## src/rtl/lcd_write_controller_pkg.sv

```systemverilog
// Shared definitions for the LCD write controller: word layout, opcodes,
// controller states and the pixel format conversion.
package lcd_pkg;

    localparam int unsigned WORD_W    = 32;
    localparam int unsigned LCD_W     = 16;
    localparam int unsigned PAYLOAD_W = 24;

    localparam logic [7:0] OP_CMD   = 8'h00;
    localparam logic [7:0] OP_DATA  = 8'h01;
    localparam logic [7:0] OP_PIXEL = 8'h02;
    localparam logic [7:0] OP_DELAY = 8'h03;

    typedef enum logic [2:0] {
        IDLE    = 3'd0,
        SETUP   = 3'd1,
        WR_LOW  = 3'd2,
        WR_HIGH = 3'd3,
        DELAY   = 3'd4
    } state_t;

    function automatic logic [LCD_W-1:0] rgb888_to_rgb565(input logic [PAYLOAD_W-1:0] rgb);
        return {rgb[23:19], rgb[15:10], rgb[7:3]};
    endfunction

endpackage

```

## src/rtl/lcd_write_controller_if.sv

```systemverilog
// FIFO read side and 8080 write bus of the LCD write controller, bundled so the
// controller (slave) and its environment (master) share one connection.
interface lcd_write_controller_if;
    import lcd_pkg::*;

    logic [WORD_W-1:0] i_fifoData;
    logic              i_fifoEmpty;
    logic              o_fifoRead;
    logic [LCD_W-1:0]  o_lcdData;
    logic              o_lcdDc;
    logic              o_lcdWrN;
    logic              o_lcdCsN;
    logic              o_busy;

    modport master (
        output i_fifoData, i_fifoEmpty,
        input  o_fifoRead, o_lcdData, o_lcdDc, o_lcdWrN, o_lcdCsN, o_busy
    );

    modport slave (
        input  i_fifoData, i_fifoEmpty,
        output o_fifoRead, o_lcdData, o_lcdDc, o_lcdWrN, o_lcdCsN, o_busy
    );

endinterface

```

## src/rtl/lcd_write_controller.sv

```systemverilog
// Pops command words from a show-ahead FIFO and plays them out on an 8080-style
// 16-bit write bus; one shared counter times both the WR strobe and DELAY words.
module lcd_write_controller
    import lcd_pkg::*;
#(
    parameter int unsigned WR_LOW_CYCLES  = 2,
    parameter int unsigned WR_HIGH_CYCLES = 2
) (
    input  logic                   i_clock,
    input  logic                   i_nReset,
    lcd_write_controller_if.slave  bus
);

    localparam logic [PAYLOAD_W-1:0] LOW_LOAD  = PAYLOAD_W'(WR_LOW_CYCLES - 1);
    localparam logic [PAYLOAD_W-1:0] HIGH_LOAD = PAYLOAD_W'(WR_HIGH_CYCLES - 1);

    state_t               state_q, state_d;
    logic [PAYLOAD_W-1:0] cnt_q, cnt_d;
    logic [LCD_W-1:0]     data_q, data_d;
    logic                 dc_q, dc_d;
    logic                 wrn_q, wrn_d;
    logic                 csn_q, csn_d;
    logic                 busy_q, busy_d;

    logic                 pop;
    logic [7:0]           opcode;
    logic [PAYLOAD_W-1:0] payload;

    assign opcode  = bus.i_fifoData[31:24];
    assign payload = bus.i_fifoData[23:0];
    // Reset masks the pop so a word is never lost to a cycle the FSM ignores.
    assign pop     = (state_q == IDLE) && !bus.i_fifoEmpty && i_nReset;

    always_ff @(posedge i_clock) begin
        if (!i_nReset) begin
            state_q <= IDLE;
            cnt_q   <= '0;
            data_q  <= '0;
            dc_q    <= 1'b0;
            wrn_q   <= 1'b1;
            csn_q   <= 1'b1;
            busy_q  <= 1'b0;
        end else begin
            state_q <= state_d;
            cnt_q   <= cnt_d;
            data_q  <= data_d;
            dc_q    <= dc_d;
            wrn_q   <= wrn_d;
            csn_q   <= csn_d;
            busy_q  <= busy_d;
        end
    end

    always_comb begin
        state_d = state_q;
        cnt_d   = cnt_q;
        unique case (state_q)
            IDLE: begin
                if (pop) begin
                    if (opcode == OP_CMD || opcode == OP_DATA || opcode == OP_PIXEL) begin
                        state_d = SETUP;
                    end else if (opcode == OP_DELAY && payload != '0) begin
                        state_d = DELAY;
                        cnt_d   = payload - 1'b1;
                    end
                end
            end
            SETUP: begin
                state_d = WR_LOW;
                cnt_d   = LOW_LOAD;
            end
            WR_LOW: begin
                if (cnt_q == '0) begin
                    state_d = WR_HIGH;
                    cnt_d   = HIGH_LOAD;
                end else begin
                    cnt_d = cnt_q - 1'b1;
                end
            end
            WR_HIGH, DELAY: begin
                if (cnt_q == '0) begin
                    state_d = IDLE;
                end else begin
                    cnt_d = cnt_q - 1'b1;
                end
            end
            default: state_d = IDLE;
        endcase
    end

    // Bus outputs are registered copies of what the next state requires.
    always_comb begin
        data_d = data_q;
        dc_d   = dc_q;
        if (pop) begin
            if (opcode == OP_CMD) begin
                data_d = payload[15:0];
                dc_d   = 1'b0;
            end else if (opcode == OP_DATA) begin
                data_d = payload[15:0];
                dc_d   = 1'b1;
            end else if (opcode == OP_PIXEL) begin
                data_d = rgb888_to_rgb565(payload);
                dc_d   = 1'b1;
            end
        end
        wrn_d  = (state_d != WR_LOW);
        csn_d  = !(state_d == SETUP || state_d == WR_LOW || state_d == WR_HIGH);
        busy_d = (state_d != IDLE);
    end

    assign bus.o_fifoRead = pop;
    assign bus.o_lcdData  = data_q;
    assign bus.o_lcdDc    = dc_q;
    assign bus.o_lcdWrN   = wrn_q;
    assign bus.o_lcdCsN   = csn_q;
    assign bus.o_busy     = busy_q;

endmodule

```

## src/flat_wrapper.sv

```systemverilog
// flat-port wrapper written by rule: the top's interface ports become plain ports
module lcd_write_controller_flat import lcd_pkg::*;
#(
    parameter int unsigned WR_LOW_CYCLES  = 2,
    parameter int unsigned WR_HIGH_CYCLES = 2
)
  (i_clock, i_nReset, bus_i_fifoData, bus_i_fifoEmpty, bus_o_fifoRead, bus_o_lcdData, bus_o_lcdDc, bus_o_lcdWrN, bus_o_lcdCsN, bus_o_busy);
  lcd_write_controller_if bus_i ();
  input  logic i_clock;
  input  logic i_nReset;
  input wire logic [$bits(bus_i.i_fifoData)-1:0] bus_i_fifoData;
  input wire logic [$bits(bus_i.i_fifoEmpty)-1:0] bus_i_fifoEmpty;
  output wire logic [$bits(bus_i.o_fifoRead)-1:0] bus_o_fifoRead;
  output wire logic [$bits(bus_i.o_lcdData)-1:0] bus_o_lcdData;
  output wire logic [$bits(bus_i.o_lcdDc)-1:0] bus_o_lcdDc;
  output wire logic [$bits(bus_i.o_lcdWrN)-1:0] bus_o_lcdWrN;
  output wire logic [$bits(bus_i.o_lcdCsN)-1:0] bus_o_lcdCsN;
  output wire logic [$bits(bus_i.o_busy)-1:0] bus_o_busy;
  assign bus_i.i_fifoData = bus_i_fifoData;
  assign bus_i.i_fifoEmpty = bus_i_fifoEmpty;
  assign bus_o_fifoRead = bus_i.o_fifoRead;
  assign bus_o_lcdData = bus_i.o_lcdData;
  assign bus_o_lcdDc = bus_i.o_lcdDc;
  assign bus_o_lcdWrN = bus_i.o_lcdWrN;
  assign bus_o_lcdCsN = bus_i.o_lcdCsN;
  assign bus_o_busy = bus_i.o_busy;
  lcd_write_controller #(.WR_LOW_CYCLES(WR_LOW_CYCLES), .WR_HIGH_CYCLES(WR_HIGH_CYCLES)) u_core (.i_clock(i_clock), .i_nReset(i_nReset), .bus(bus_i));
endmodule
```

## config.mk

```make
export PLATFORM = sky130hd
export DESIGN_NAME = lcd_write_controller_flat
export DESIGN_NICKNAME = d
export VERILOG_FILES = /design/src/rtl/lcd_write_controller_pkg.sv /design/src/rtl/lcd_write_controller_if.sv /design/src/rtl/lcd_write_controller.sv /design/src/flat_wrapper.sv
export SDC_FILE = /design/constraint.sdc
export NUM_CORES = 1
export LEC_CHECK = 0
export CAP_MARGIN = 10
export CORE_UTILIZATION = 55
export CTS_BUF_LIST = sky130_fd_sc_hd__clkbuf_4 sky130_fd_sc_hd__clkbuf_8
export DETAILED_ROUTE_END_ITERATION = 7
export HOLD_SLACK_MARGIN = 0.08
export PLACE_DENSITY_LB_ADDON = 0.12
export SLEW_MARGIN = 40
export SYNTH_ARGS = -nofsm -noshare
export SYNTH_HDL_FRONTEND = slang
export SYNTH_SLANG_ARGS = --single-unit
```

## constraint.sdc

```tcl
create_clock -name i_clock -period 2.9 [get_ports i_clock]
set_clock_uncertainty 0.15 [all_clocks]
set_input_delay 0.29 -clock i_clock [delete_from_list [all_inputs] [get_ports i_clock]]
set_output_delay 0.29 -clock i_clock [all_outputs]
set_load 0.01 [all_outputs]
```

# Word level (Yosys, flattened, before mapping)
# Index checks and enable logic that the tools add are counted.
# op_classes
muxes	18
eq_ne	15
reduce_logical	19
n_addsub	2
# op_table
op	count
two-way mux 24 bit	5
one-hot mux 24 bit (4 select lines)	1
two-way mux 16 bit	3
subtractor 24 x 1 -> 24 bit, second input constant	2
zero test 24 bit	1
nonzero test 24 bit	1
equality test 8 x 2 -> 1 bit, second input constant	2
two-way mux 3 bit	5
equality test 3 x 2 -> 1 bit, second input constant	4
one-hot mux 3 bit (4 select lines)	1
equality test 8 x 1 -> 1 bit, second input constant	1
zero test 8 bit	1
inequality test 2 bit, second input constant	4
equality test 3 x 1 -> 1 bit, second input constant	2
nonzero test 3 bit	2
AND reduction 5 bit	1
logical OR 1 bit	4
nonzero test 4 bit	1
equality test 3 bit, second input constant	1
logical AND 1 bit	3
zero test 3 bit	1
two-way mux 1 bit	3
inequality test 3 x 2 -> 1 bit, second input constant	1
zero test 1 bit	2
2 further kinds	2
# word_totals
input_bits	35
regBits	47

# Depth between registers and ports, before layout
# Gate-level depths: netlist of the first run.
# depth
word_depth	10
mapped_depth	9
depth_no_buf	8

# Worst setup path before layout of the first run
# Ideal clock, no wire load.
# synth_timing
path_type	input to register
from	in bus_i_fifoData[4]
to	reg u_core.cnt_q[22]
setup_time_ps	80
slack_ps	309
t_arrival_ps	2361
path_buffers	2
stages	8
path_cell_list	buf_6 or4_4 or4_4 buf_6 or4_1 a21oi_1 a31oi_1 o22ai_1
# synth_between
elab_chain_cells	5
# synth_lines
element	line	source
start: declaration	flat_wrapper.sv:11	input wire logic [$bits(bus_i.i_fifoData)-1:0] bus_i_fifoData;
subtractor 24 x 1 -> 24 bit	lcd_write_controller.sv:64	cnt_d = payload - 1'b1;
two-way mux 24 bit	lcd_write_controller.sv:62	end else if (opcode == OP_DELAY && payload != '0) begin
two-way mux 24 bit	lcd_write_controller.sv:60	if (opcode == OP_CMD || opcode == OP_DATA || opcode == OP_PIXEL) begin
two-way mux 24 bit	lcd_write_controller.sv:59	if (pop) begin
one-hot mux 24 bit (4 select lines)	lcd_write_controller.sv:57	unique case (state_q)
end signal: assignment	lcd_write_controller.sv:45	cnt_q <= cnt_d;
end: declaration	lcd_write_controller.sv:18	logic [PAYLOAD_W-1:0] cnt_q, cnt_d;
# Several ways; a longest one is shown, not always the timed one. The select of a mux whose other input is x is not followed.
# A chain may end at the register's enable or synchronous reset.

# Final worst setup path of the first run
# layout_timing
from	in bus_i_fifoData[6]
to	reg u_core.cnt_q[22]
# Same word-level chain as after synthesis.

==> summary by stage, run 1 <==
Clocking
The hold buffer count at CTS is 0. In this run the deepest clock path goes through 2 buffers. Gates resized during post-CTS repair numbered 0. The depth of the CTS H-tree is 2.

The tree is rooted in a sky130_fd_sc_hd__clkbuf_8. The post-CTS setup buffer count is 0. The number of buffers created by CTS is 5. The clock sink count is 47.

The clock input transition at the sequential cells of the worst setup and hold paths is 0.09 ns. Clock latency on the worst-skew pair, taken at its later pin, is 0.31 ns. The CTS tree is yes.

Logic synthesis
The synthesized netlist devotes 22.5% of its cell area to simple gates. During synthesis, Yosys emitted a total of 0 warnings. The post-synthesis share of cell area spent on full adders, half adders and majority gates is 1.56%. The number of synthesized register bits is 47. The fraction of the yosys area taken by sequential cells is 29.3%. The fraction of the mapped netlist area in compound gates is 31.4%. The number of unique standard cell types used by synthesis is 55. The post-synthesis instance area is 3210 um2. The synthesized netlist devotes 4.91% of its cell area to XOR and XNOR gates. Synthesis handed over a netlist of 401 instances. By area, the combinational part of the netlist is dominated by compound AO/OA/AOI/OAI gates. The number of nets in the synthesized netlist is 440. The async set-reset flop share out of synthesis is 0%. The count of flip-flops with a built-in enable after synthesis is 0. Sorting the synthesized cells by area gives the leading types as sky130_fd_sc_hd__dfxtp_1 (29%), sky130_fd_sc_hd__a211oi_1 (5.8%), sky130_fd_sc_hd__mux2i_1 (5.3%). The top-area cell type share of the netlist area is 29.3%.

The synthesized area per cell is 8.01 um2. Of all cell types, the one taking the most synthesized area is sky130_fd_sc_hd__dfxtp_1. The fraction of synthesized area in multiplexers is 5.30%. The most used flip-flop cell after synthesis is sky130_fd_sc_hd__dfxtp_1.

Power
The largest voltage drop on the vdd net is 0.000278 V. The analysis attributes to cell leakage a power of 1.56 nW. For this design the ratio of total power to cell area is 444 nW/um2.

GRT
The number of global-route vias before repair came to 3591. For this run the aggregate overflow at the end of global routing stands at 0. The wire length of the first global-routing pass is 17300 um.

For this run, the total global-route usage over all layers was measured as 35.9%. Entering global routing, the biggest net connects 34 pins. The initial antenna violation count is 0.

Die
The core region is 5570 um2. The number of placement rows is 27. The floorplan die width is 78.4 um. The initial utilization of the core area, before any placement, comes to 57.6%.

The area of the die is 6150 um2. The number of top-level pins is 56. The floorplan die height is 78.4 um.

Drt
The total number of vias is 3764. The detail route stage leaves a number of antenna-violating nets equal to 0. For this run, design rule violations remaining after detail routing come to 0.

The wire length reported by the detailed router is 10500 um. The average routed wire per standard cell is 18.5 um. The number of iterations in the first detailed-routing pass is 5. The DRC violation total after the first TritonRoute iteration is 351.

After detailed routing, the number of vias per cell comes to 6.60.

Critical path
The critical path class is input pin to flop. At the worst endpoint, the arrival time is 2.81 ns. The first element of the critical path is bus_i_fifoData[6]. The largest fanout on the critical path is 7. The worst setup path is captured at a flop. STA classifies the critical path startpoint as an input pin. The required time at the endpoint of the critical path is 2.99 ns. The start of the worst register-to-register path is u_core.cnt_q[0].

Final layout
The area growth from synthesis to layout is 34.3%. Once layout is complete, the utilization of the core stands at 77.4%. The post-route netlist has 17.3% of its cells at a drive strength greater than 1. The most common cell after layout, fill and taps aside is sky130_fd_sc_hd__buf_4.

0 antenna diodes ended up in the layout. The final layout contains 536 nets. Fill cells in the final layout number 411. Leaving out fill and tap cells, the most frequent cells in the layout are sky130_fd_sc_hd__buf_4 (61), sky130_fd_sc_hd__clkdlybuf4s50_1 (55), sky130_fd_sc_hd__dfxtp_1 (47).

Timing
The worst slew margin relative to its limit is 65.9%. Adding up every negative setup slack in the final design gives 0 ns. The hold violation count in the final report is 0.

The final period utilization is 93.8%. Setup violations remaining at the end of the flow were counted as 0. The number of max-slew violations in the final report is 0. The shortest clock period the worst path allows after layout is 2.72 ns. The transition time of the tightest slew-check pin is 0.507 ns. The achievable frequency is 367 MHz. Setup repair after global routing left no endpoint under its margin.

Hold path
In this run the worst hold path is classified as flop to flop. The worst hold path begins at u_core.bus.o_lcdDc.

Status
The run finished with clean final reports.

Placement
The count of input and output buffers is 55. The HPWL after detailed placement is 7660 um. The routability congestion estimate from global placement is 0.967.

Run
Across the run, the number of max-cap violations was 0.
cell type report:
class / count / area (um2) / share of cell area [%]
multi-input cells: 317 / 2110 / 49.0
repair buffers: 117 / 1030 / 23.9
flip-flops and latches: 47 / 941 / 21.8
clock buffers: 8 / 104 / 2.41
well taps: 72 / 90.1 / 2.09
inverters: 9 / 33.8 / 0.784
per-stage QoR:
step	cell area (um2)	instances	power, W	worst slack, ns	hold slack [ns]
2_1_floorplan	3210	401	0.00112	0.309	0.297
3_3_place_gp	4210	562	0.00143	-0.0966	0.328
3_5_place_dp	4210	562	0.00144	-0.147	0.329
4_1_cts	4310	570	0.00189	0.183	0.342
5_1_grt	4310	570	0.00201	0.0669	0.370
6_report	4310	570	0.00192	0.179	0.339
critical path: stages:
cell and delay (ns):
sky130_fd_sc_hd__clkdlybuf4s50_1 0.41, sky130_fd_sc_hd__or4_4 0.56, sky130_fd_sc_hd__or4_4 0.57, sky130_fd_sc_hd__or4_1 0.56, sky130_fd_sc_hd__a21oi_1 0.19, sky130_fd_sc_hd__a31oi_1 0.06, sky130_fd_sc_hd__o22ai_1 0.15
cells in the mapped netlist, drive strengths merged (4+ instances only):
cell type	instances
a2bb2oi	6
o32ai	4
a21oi	21
nand2	26
nor4	14
or4	9
dfxtp	47
o22ai	5
o21ai	17
ha	4
xnor2	12
clkbuf	21
nor3	16
xor2	6
o211ai	7
inv	9
nor2	39
and2	5
o311ai	11
o31ai	11
buf	7
or2	8
mux2i	17
a22oi	8
a211oi	25
or3	9
flip-flops by register name (all words and copies together), names as in the netlist:
| name | count |
|---|---|
| u_core.bus.o_busy | 1 |
| u_core.bus.o_lcdCsN | 1 |
| u_core.bus.o_lcdData | 16 |
| u_core.bus.o_lcdDc | 1 |
| u_core.bus.o_lcdWrN | 1 |
| u_core.cnt_q | 24 |
| u_core.state_q | 3 |
final timing paths:
check                                          end  slack, ns  cells after the start
worst min-delay path            u_core.bus.o_lcdDc       0.34                      2
worst min register to register  u_core.bus.o_lcdDc       0.34                      2
worst max register to register    u_core.cnt_q[19]       0.21                     10
worst max-delay path              u_core.cnt_q[22]       0.18                      7
power by group:
group	internal (W)	leakage, nW	switching, W
Combinational	0.000337	1.12	0.000422
Clock	0.000228	0.0549	0.000235
Sequential	0.000668	0.379	0.0000262
layer usage:
layer | up-vias | track usage, % | share of wire [%]
li1 | 1748 | - | -
met1 | 1742 | 45.6 | 42
met2 | 228 | 60.6 | 47
met3 | 46 | 5.00 | 7.0
met4 | 0 | 15.2 | 3.9
met5 | - | 0 | 0
kinds of logic (layout without fill, tap and decap cells):
kind of cell | after synthesis | after routing
AO/OA/AOI/OAI | 139 | 139
multiplexers | 17 | 17
AND/OR/NAND/NOR | 139 | 139
buffers and inverters | 37 | 134
adder cells (fa/ha/maj) | 4 | 4
flip-flops | 47 | 47
XOR/XNOR | 18 | 18
(Power assumes the default switching activity.)
==> inputs of run 2 (changes only) <==
==> constraint.sdc (replaced) <==
create_clock -name i_clock -period 2.9 [get_ports i_clock]
set_clock_uncertainty 0.15 [all_clocks]
set_input_delay 0.725 -clock i_clock [delete_from_list [all_inputs] [get_ports i_clock]]
set_output_delay 0.725 -clock i_clock [all_outputs]
set_load 0.01 [all_outputs]
==> summary by stage, run 2 (synthesis results as in run 1) <==
Status
The flow ran to the end, and the final reports show no timing, DRC or antenna violations.

Die
The number of top-level pins is 56. Once the floorplan was initialized, standard cells occupied 57.6% of the core. The area of the die is 6150 um2. In this run the core area contains 27 standard-cell rows.

The floorplan die width is 78.4 um. Measured along the y axis, the die boundary spans 78.4 um. The floorplan core area is 5570 um2.

Critical path
In this run the worst path has a maximum fanout of 5. Data arrives at the worst endpoint at 2.97 ns. The worst setup path is launched from an input pin. The worst setup slack for register-to-register paths is 0.14 ns. Among cell families on the critical path, the largest total delay comes from compound AO/OA/AOI/OAI gates. The buffering stage count on the worst path with inverters included is 3. The critical path goes through clkdlybuf4s50_1, nor3b_2, nand4_1, a311o_1, buf_4, a22oi_2, nand2_2, buf_6, o31ai_1. The start of the worst register-to-register path is u_core.cnt_q[16]. For the worst setup path, the data required time is 2.98 ns. The endpoint identified for the worst register-to-register timing path is u_core.cnt_q[13].

The slowest stage of the critical path belongs to the cell sky130_fd_sc_hd__clkdlybuf4s50_1. For the worst flop-to-flop path, the logic depth is 7. The critical path class is input pin to flop.

STA classifies the critical path endpoint as a flop. The delay of the slowest cell on the worst path is 0.48 ns.

Hold path
The worst hold path terminates at u_core.cnt_q[19]. The worst hold path belongs to the class flop to flop. Counting instances, the worst hold path has a depth of 2. The worst hold path begins at u_core.cnt_q[19].

Clocking
The clock tree root buffer cell is sky130_fd_sc_hd__clkbuf_8. The number of buffers created by CTS is 5. For this design, the sink count on the clock tree is 47.

For the worst-skew pair, the clock arrives at the later sink with an insertion delay of 0.32 ns. The H-tree was split into 2 levels. The clock passes through at most 2 buffers.

Buffers inserted to repair hold after CTS numbered 0. The clock input transition at the sequential cells of the worst setup and hold paths is 0.10 ns. TritonCTS built the clock tree.

Final layout
The number of antenna diodes in the final layout is 0. Excluding fillers, the count of instances in the completed layout stands at 590. Leaving out fill and tap cells, the most frequent cell in the layout is sky130_fd_sc_hd__buf_4. The number of nets in the layout is 556. The layout overhead on the synthesized area is 45.8%. The library cells used most frequently in the layout, excluding fill and tap cells, are sky130_fd_sc_hd__buf_4 (74), sky130_fd_sc_hd__dfxtp_1 (47), sky130_fd_sc_hd__nor2_1 (38). The largest register by flop count is u_core.cnt_q. The share of final-layout standard cells stronger than drive strength 1 is 27.0%. The register with the most flip-flops in the layout has 24 of them.

Run
The max capacitance violation total is 0.

GRT
The initial antenna violation count was 0. The number of global-route vias before repair is 4017. Entering global routing, the biggest net connects 34 pins. In the global route stage, overall resource usage came out at 39.5%.

The wire length of the first global-routing pass is 19100 um. The total overflow left after global routing is 0.

Timing
The number of max-slew violations in the final report is 0. Based on the critical path, the design can be clocked at up to 346 MHz. Once routing completed, OpenROAD measured the worst setup slack at 0.0106 ns. The hold violation count in the final report was 0. At the pin with the least slew margin, the transition time is 0.593 ns. Setup violations remaining at the end of the flow were counted as 0. In this run the tightest slew margin relative to its limit is 60.2%. Setup repair after global routing could not meet its margin everywhere. The shortest clock period the worst path allows after layout is 2.89 ns. In the finished design, the share of the clock period the worst path needs comes to 99.6%.

Drt
The total number of vias is 4064. The wire length reported by the detailed router is 12200 um. The number of iterations in the first detailed-routing pass is 5.

The detailed router finished its first iteration with 433 violations. The remaining antenna violation count after routing is 0. Using the TritonRoute via totals, the vias-per-cell ratio works out to 6.89. In the routed design, unresolved DRC markers number 0. In the final routed layout, each cell accounts on average for 20.7 um.

Placement
The number of placed instances, taps included, is 572. The count of input and output buffers is 55. At the end of routability-driven placement, the weighted congestion stood at 0.937. After legalization and detailed placement, the total HPWL measured 7940 um.

Prior to clock tree synthesis, the placed netlist has a worst setup slack of -0.648 ns.

Power
The power per cell area is 439 nW/um2. The leakage component of the power is 1.80 nW. VDD sags by at most 0.000293 V.
[run 2: changes by cell type in the layout (fill, tap and decap cells not counted), moves of 4 or more]
cell                              delta
sky130_fd_sc_hd__dlymetal6s2s_1      +9
sky130_fd_sc_hd__dlygate4sd2_1       +5
sky130_fd_sc_hd__nor4_1              -4
sky130_fd_sc_hd__buf_4              +13
sky130_fd_sc_hd__buf_2               +5
sky130_fd_sc_hd__or4_4               +5
sky130_fd_sc_hd__o311ai_0            -8
sky130_fd_sc_hd__clkdlybuf4s50_1    -21
sky130_fd_sc_hd__buf_6               +4
sky130_fd_sc_hd__o311ai_1            +7
sky130_fd_sc_hd__or4_1               -4
sky130_fd_sc_hd__or3_4               +4
[run 2: worst min-delay path: cells and delay by family (launching register included)]
kind             cells  cell delay, ns
flip-flops           1            0.33
AND/OR/NAND/NOR      1            0.05
AO/OA/AOI/OAI        1            0.07
[run 2: worst max path at each step]
stage | start | to | slack (ns) | cells past startpoint
2_1_floorplan | bus_i_fifoData[4] | u_core.cnt_q[22] | -0.05 | 8
5_1_grt | i_nReset | u_core.cnt_q[18] | -0.05 | 9
3_5_place_dp | bus_i_fifoData[6] | u_core.cnt_q[20] | -0.65 | 7
3_3_place_gp | bus_i_fifoData[6] | u_core.cnt_q[20] | -0.60 | 7
6_report | i_nReset | u_core.cnt_q[18] | 0.01 | 9
4_1_cts | bus_i_fifoData[0] | u_core.cnt_q[12] | 0.0007 | 9
[run 2: cell type report]
| class | count | area (um2) |
|---|---|---|
| multi-input combinational | 318 | 2290 |
| timing repair buffer | 136 | 1200 |
| sequential | 47 | 941 |
| fill | 333 | 895 |
| tap | 72 | 90.1 |
| clock buffer | 6 | 82.6 |
| clock inverter | 2 | 35.0 |
| inverter | 9 | 33.8 |
[run 2: stage by stage]
stage	TNS [ns]	total power [W]	util (%)	hold WS, ns	instance area [um2]
finish	0	0.00205	84.0	0.343	4680
global route	-0.227	0.00213	84.0	0.369	4680
CTS	0	0.00196	81.3	0.336	4530
detailed placement	-11.76	0.00144	77.3	0.322	4310
global placement	-10.11	0.00143	77.3	0.316	4310
floorplan	-0.0895	0.00112	-	0.297	3210
[run 2: report_power, final]
group          total, W  internal [W]  switching (W)
logic          0.000831      0.000359       0.000471
registers      0.000692      0.000669      0.0000235
clock network  0.000532      0.000280       0.000252
total           0.00205       0.00131       0.000747
[run 2: routing by layer]
| layer | part of all wire [%] | track usage (%) | vias to the layer above |
|---|---|---|---|
| li1 | - | - | 1798 |
| met1 | 36 | 46.3 | 1858 |
| met2 | 48 | 69.0 | 325 |
| met3 | 9.5 | 5.93 | 83 |
| met4 | 5.9 | 20.7 | 0 |
| met5 | 0 | 0 | - |
[run 2: what timing repair did]
item                       CTS  global route
resized for setup           49            39
hold endpoints to repair     0             0
buffers inserted             6             3
gates cloned                 1             0
pin swaps                   15            19
setup endpoints to repair   25            24
==> inputs of run 3 (changes only) <==
--- a/config.mk
+++ b/config.mk
@@ -6,8 +6,10 @@
 export NUM_CORES = 1
 export LEC_CHECK = 0
+export ABC_AREA = 1
 export CAP_MARGIN = 10
-export CORE_UTILIZATION = 55
+export CORE_UTILIZATION = 60
 export CTS_BUF_LIST = sky130_fd_sc_hd__clkbuf_4 sky130_fd_sc_hd__clkbuf_8
 export DETAILED_ROUTE_END_ITERATION = 7
+export DONT_BUFFER_PORTS = 1
 export HOLD_SLACK_MARGIN = 0.08
 export PLACE_DENSITY_LB_ADDON = 0.12
==> constraint.sdc (replaced) <==
create_clock -name i_clock -period 2.9 [get_ports i_clock]
set_clock_uncertainty 0.15 [all_clocks]
set_input_delay 0.29 -clock i_clock [delete_from_list [all_inputs] [get_ports i_clock]]
set_output_delay 0.29 -clock i_clock [all_outputs]
set_load 0.01 [all_outputs]
==> summary by stage, run 3 <==
Final layout
u_core.cnt_q holds more flip-flops than any other register. The net count of the finished layout is 724. The most common cell after layout, fill and taps aside is sky130_fd_sc_hd__nand2_1. After filler insertion, the fill cell instance count of the layout stands at 555. The library cells used most frequently in the layout, excluding fill and tap cells, are sky130_fd_sc_hd__nand2_1 (201), sky130_fd_sc_hd__nor2_1 (144), sky130_fd_sc_hd__inv_1 (70). The antenna diode count is 0. Of the cells placed in the final design, the portion with a size suffix greater than 1 is 4.66%. The area growth from synthesis to layout is 11.0%. The number of flip-flops in the largest register is 24.

Critical path
The endpoint of the lowest-slack register-to-register path is u_core.bus.o_lcdData[15]. The required time at the endpoint of the critical path is 2.94 ns. The data arrival at the endpoint of the critical path is 2.29 ns.

The worst setup path is of the input pin to flop kind. For the worst flop-to-flop path, the logic depth is 7. The start of the worst register-to-register path is u_core.state_q[0]. The worst register-to-register path has a setup slack of 0.69 ns. The largest fanout on the critical path is 19.

STA classifies the critical path startpoint as an input pin. STA classifies the critical path endpoint as a flop.

Placement
After legalization and detailed placement, the total HPWL measured 7840 um. The routability congestion estimate from global placement is 0.975. The pre-CTS worst setup slack is 0.837 ns. The count of input and output buffers is 0.

Timing
Static timing analysis puts the maximum clock frequency at 445 MHz. The final period utilization is 77.5%. The number of max-slew violations in the final report is 0. The final setup TNS is 0 ns.

Setup repair after global routing left no endpoint under its margin. The worst pin sits at a relative slew slack of 65.2%. The transition time of the tightest slew-check pin is 0.521 ns. Setup violations remaining at the end of the flow were counted as 0. The hold violation count in the final report is 0. After layout, the worst setup slack is 0.653 ns. The clock period could shrink to 2.25 ns.

Die
The floorplan die width is 81.0 um. The floorplan has 28 rows. The floorplan die height is 81.0 um.

For this configuration, the core starts out at a cell density of 62.9%. The floorplan core area is 5960 um2. During I/O placement, the number of pins put on the boundary was 56. The area of the die is 6560 um2.

Logic synthesis
Averaged over all synthesized cells, the footprint is 5.63 um2. The dominant cell by count in the synthesized netlist is sky130_fd_sc_hd__nand2_1. The number of synthesized register bits is 47. The post-synthesis net count is 704. After synthesis, the netlist uses 31 different library cells. Of all flip-flops after synthesis, the portion carrying an async set or reset was 0%. The count of flip-flops with a built-in enable after synthesis is 0.

Sorting the synthesized cells by how often they occur yields sky130_fd_sc_hd__nand2_1 (201), sky130_fd_sc_hd__nor2_1 (144), sky130_fd_sc_hd__inv_1 (70). Yosys printed 0 warnings. The post-synthesis cell count is 665.

The fraction of the yosys area taken by sequential cells is 25.1%. The synthesized netlist occupies a cell area of 3740 um2. The library cell occupying the most area in the post-synthesis netlist is sky130_fd_sc_hd__dfxtp_1. The share of synthesized area in the top cell type comes to 25.1%. In the post-synthesis netlist, the biggest area contributors are sky130_fd_sc_hd__dfxtp_1 (25%), sky130_fd_sc_hd__nand2_1 (20%), sky130_fd_sc_hd__nor2_1 (14%). In the synthesized netlist the dominant register cell turns out to be sky130_fd_sc_hd__dfxtp_1.

Drt
The number of iterations in the first detailed-routing pass is 6. In the routed design, unresolved DRC markers number 0. The routed design has 11100 um of wire. Once detail routing completed, the nets flagged for antenna violations numbered 0. The detailed router placed 4276 vias in this run. The met3 routed wirelength is 1000 um. After detailed routing, the average wire length per cell comes to 14.6 um. The routed length on met2 is 4920 um. For this block, the initial DRC count from the detailed router was 336. After detailed routing, the wire length on met1 is 4880 um. Dividing the detail-routed via count by the number of cells gives 5.62. The highest metal layer carrying signal wires in the routed design is met4.

GRT
The wire length of the first global-routing pass is 17800 um. Entering global routing, the biggest net connects 44 pins. The number of global-route vias before repair was 3807. For this run the aggregate overflow at the end of global routing stands at 0.

Global routing used 35.3% of the available tracks. The initial antenna violation count is 0.

Clocking
The depth of the CTS H-tree is 2. The number of buffers created by CTS is 5. Counting every sink on the clock net gives 47. The post-cts gate resize count is 0. For this design, the CTS-stage hold fixing added 30 buffers. Counting along the longest clock path gives a buffer depth of 2. The clock insertion delay at the later pin of the skew report is 0.30 ns. The CTS tree is yes. In this run the clock root is driven by a sky130_fd_sc_hd__clkbuf_8. The post-CTS setup buffer count is 0. After clock tree synthesis, the clock-pin slew on the worst setup and hold paths is 0.09 ns.

Power
The cell-internal power is 0.00139 W. The proportion of total power due to net switching is 45.4%. In this run the power spent charging and discharging nets is 0.00116 W. Per report_power, the clock group accounts for 20.5% of the total. Per report_power, the sequential group accounts for 31.5% of the total. For this design the static power due to leakage is 2.06 nW. For this design the ratio of total power to cell area is 614 nW/um2.

The worst-case IR drop observed on VDD is 0.000368 V. The total power is 0.00255 W. In this run, the combinational gates consume 48.0% of the power.

Hold path
The min-delay analysis places its worst path in the category input pin to flop. The worst hold path stage count is 2. The hold path endpoint is u_core.bus.o_lcdData[2].

The startpoint of the worst hold path is bus_i_fifoData[25].

Status
The run finished with clean final reports.

Run
The tool flagged a number of max-cap violations equal to 0.
-- run 3: cell types whose count changed in the layout (fill, tap and decap cells not counted), sizes merged, moves of 25 or more --
cell,delta
nand2,+181
nor2,+111
buf,-83
inv,+63
nand3,+53
clkdlybuf4s50,-34
o21ai,+34
dlygate4sd3,+29
a211oi,-25
-- run 3: final cells by class --
| class | instances | area (um2) | area share (%) |
|---|---|---|---|
| inverter | 72 | 270 | 6.50 |
| timing repair buffer | 32 | 325 | 7.83 |
| sequential | 47 | 941 | 22.6 |
| tap | 75 | 93.8 | 2.26 |
| clock buffer | 6 | 82.6 | 1.99 |
| multi-input combinational | 527 | 2410 | 57.9 |
| clock inverter | 2 | 35.0 | 0.843 |
-- run 3: kinds of logic after synthesis --
family	count (synthesis)	share of synthesized area, %
buffers and inverters	91	10.5
flip-flops	47	25.1
XOR/XNOR	15	3.51
AND/OR/NAND/NOR	437	49.4
AO/OA/AOI/OAI	71	10.1
adder cells (fa/ha/maj)	4	1.34
-- run 3: how the worst max path moves through the flow --
stage               slack, ns                from                       end
global placement         0.87  bus_i_fifoData[27]          u_core.cnt_q[12]
CTS                      0.78  bus_i_fifoData[31]  u_core.bus.o_lcdData[15]
finish                   0.65  bus_i_fifoData[31]  u_core.bus.o_lcdData[15]
floorplan                1.18     u_core.cnt_q[0]          u_core.cnt_q[17]
detailed placement       0.84  bus_i_fifoData[31]           u_core.cnt_q[3]
global route             0.54   u_core.state_q[0]  u_core.bus.o_lcdData[15]
-- run 3: metal layers --
metal,track usage (%),up-vias
li1,-,2146
met5,0,-
met2,57.5,202
met3,6.18,30
met4,13.9,0
met1,46.0,1898
-- run 3: power groups by stage --
stage / clock [W] / combinational [W] / sequential [W]
3_5_place_dp: 0 / 0.00116 / 0.000815
6_report: 0.000522 / 0.00123 / 0.000803
3_3_place_gp: 0 / 0.00114 / 0.000812
5_1_grt: 0.000548 / 0.00139 / 0.000811
2_1_floorplan: 0 / 0.000977 / 0.000795
4_1_cts: 0.000521 / 0.00120 / 0.000800
-- run 3: critical path, stage by stage --
cell and delay (ns):
sky130_fd_sc_hd__nor2_1 0.16, sky130_fd_sc_hd__nand3_2 0.32, sky130_fd_sc_hd__o21ai_0 0.25, sky130_fd_sc_hd__dlygate4sd3_1 0.57, sky130_fd_sc_hd__a31oi_1 0.09, sky130_fd_sc_hd__dlygate4sd3_1 0.60
-- run 3: stage by stage --
step,util (%),instance area (um2),hold slack (ns),cells
finish,69.8,4160,0.0856,761
global route,69.8,4160,0.0813,761
CTS,69.8,4160,0.0844,761
detailed placement,62.6,3730,0.242,723
global placement,62.6,3730,0.233,723
floorplan,-,3740,0.302,665
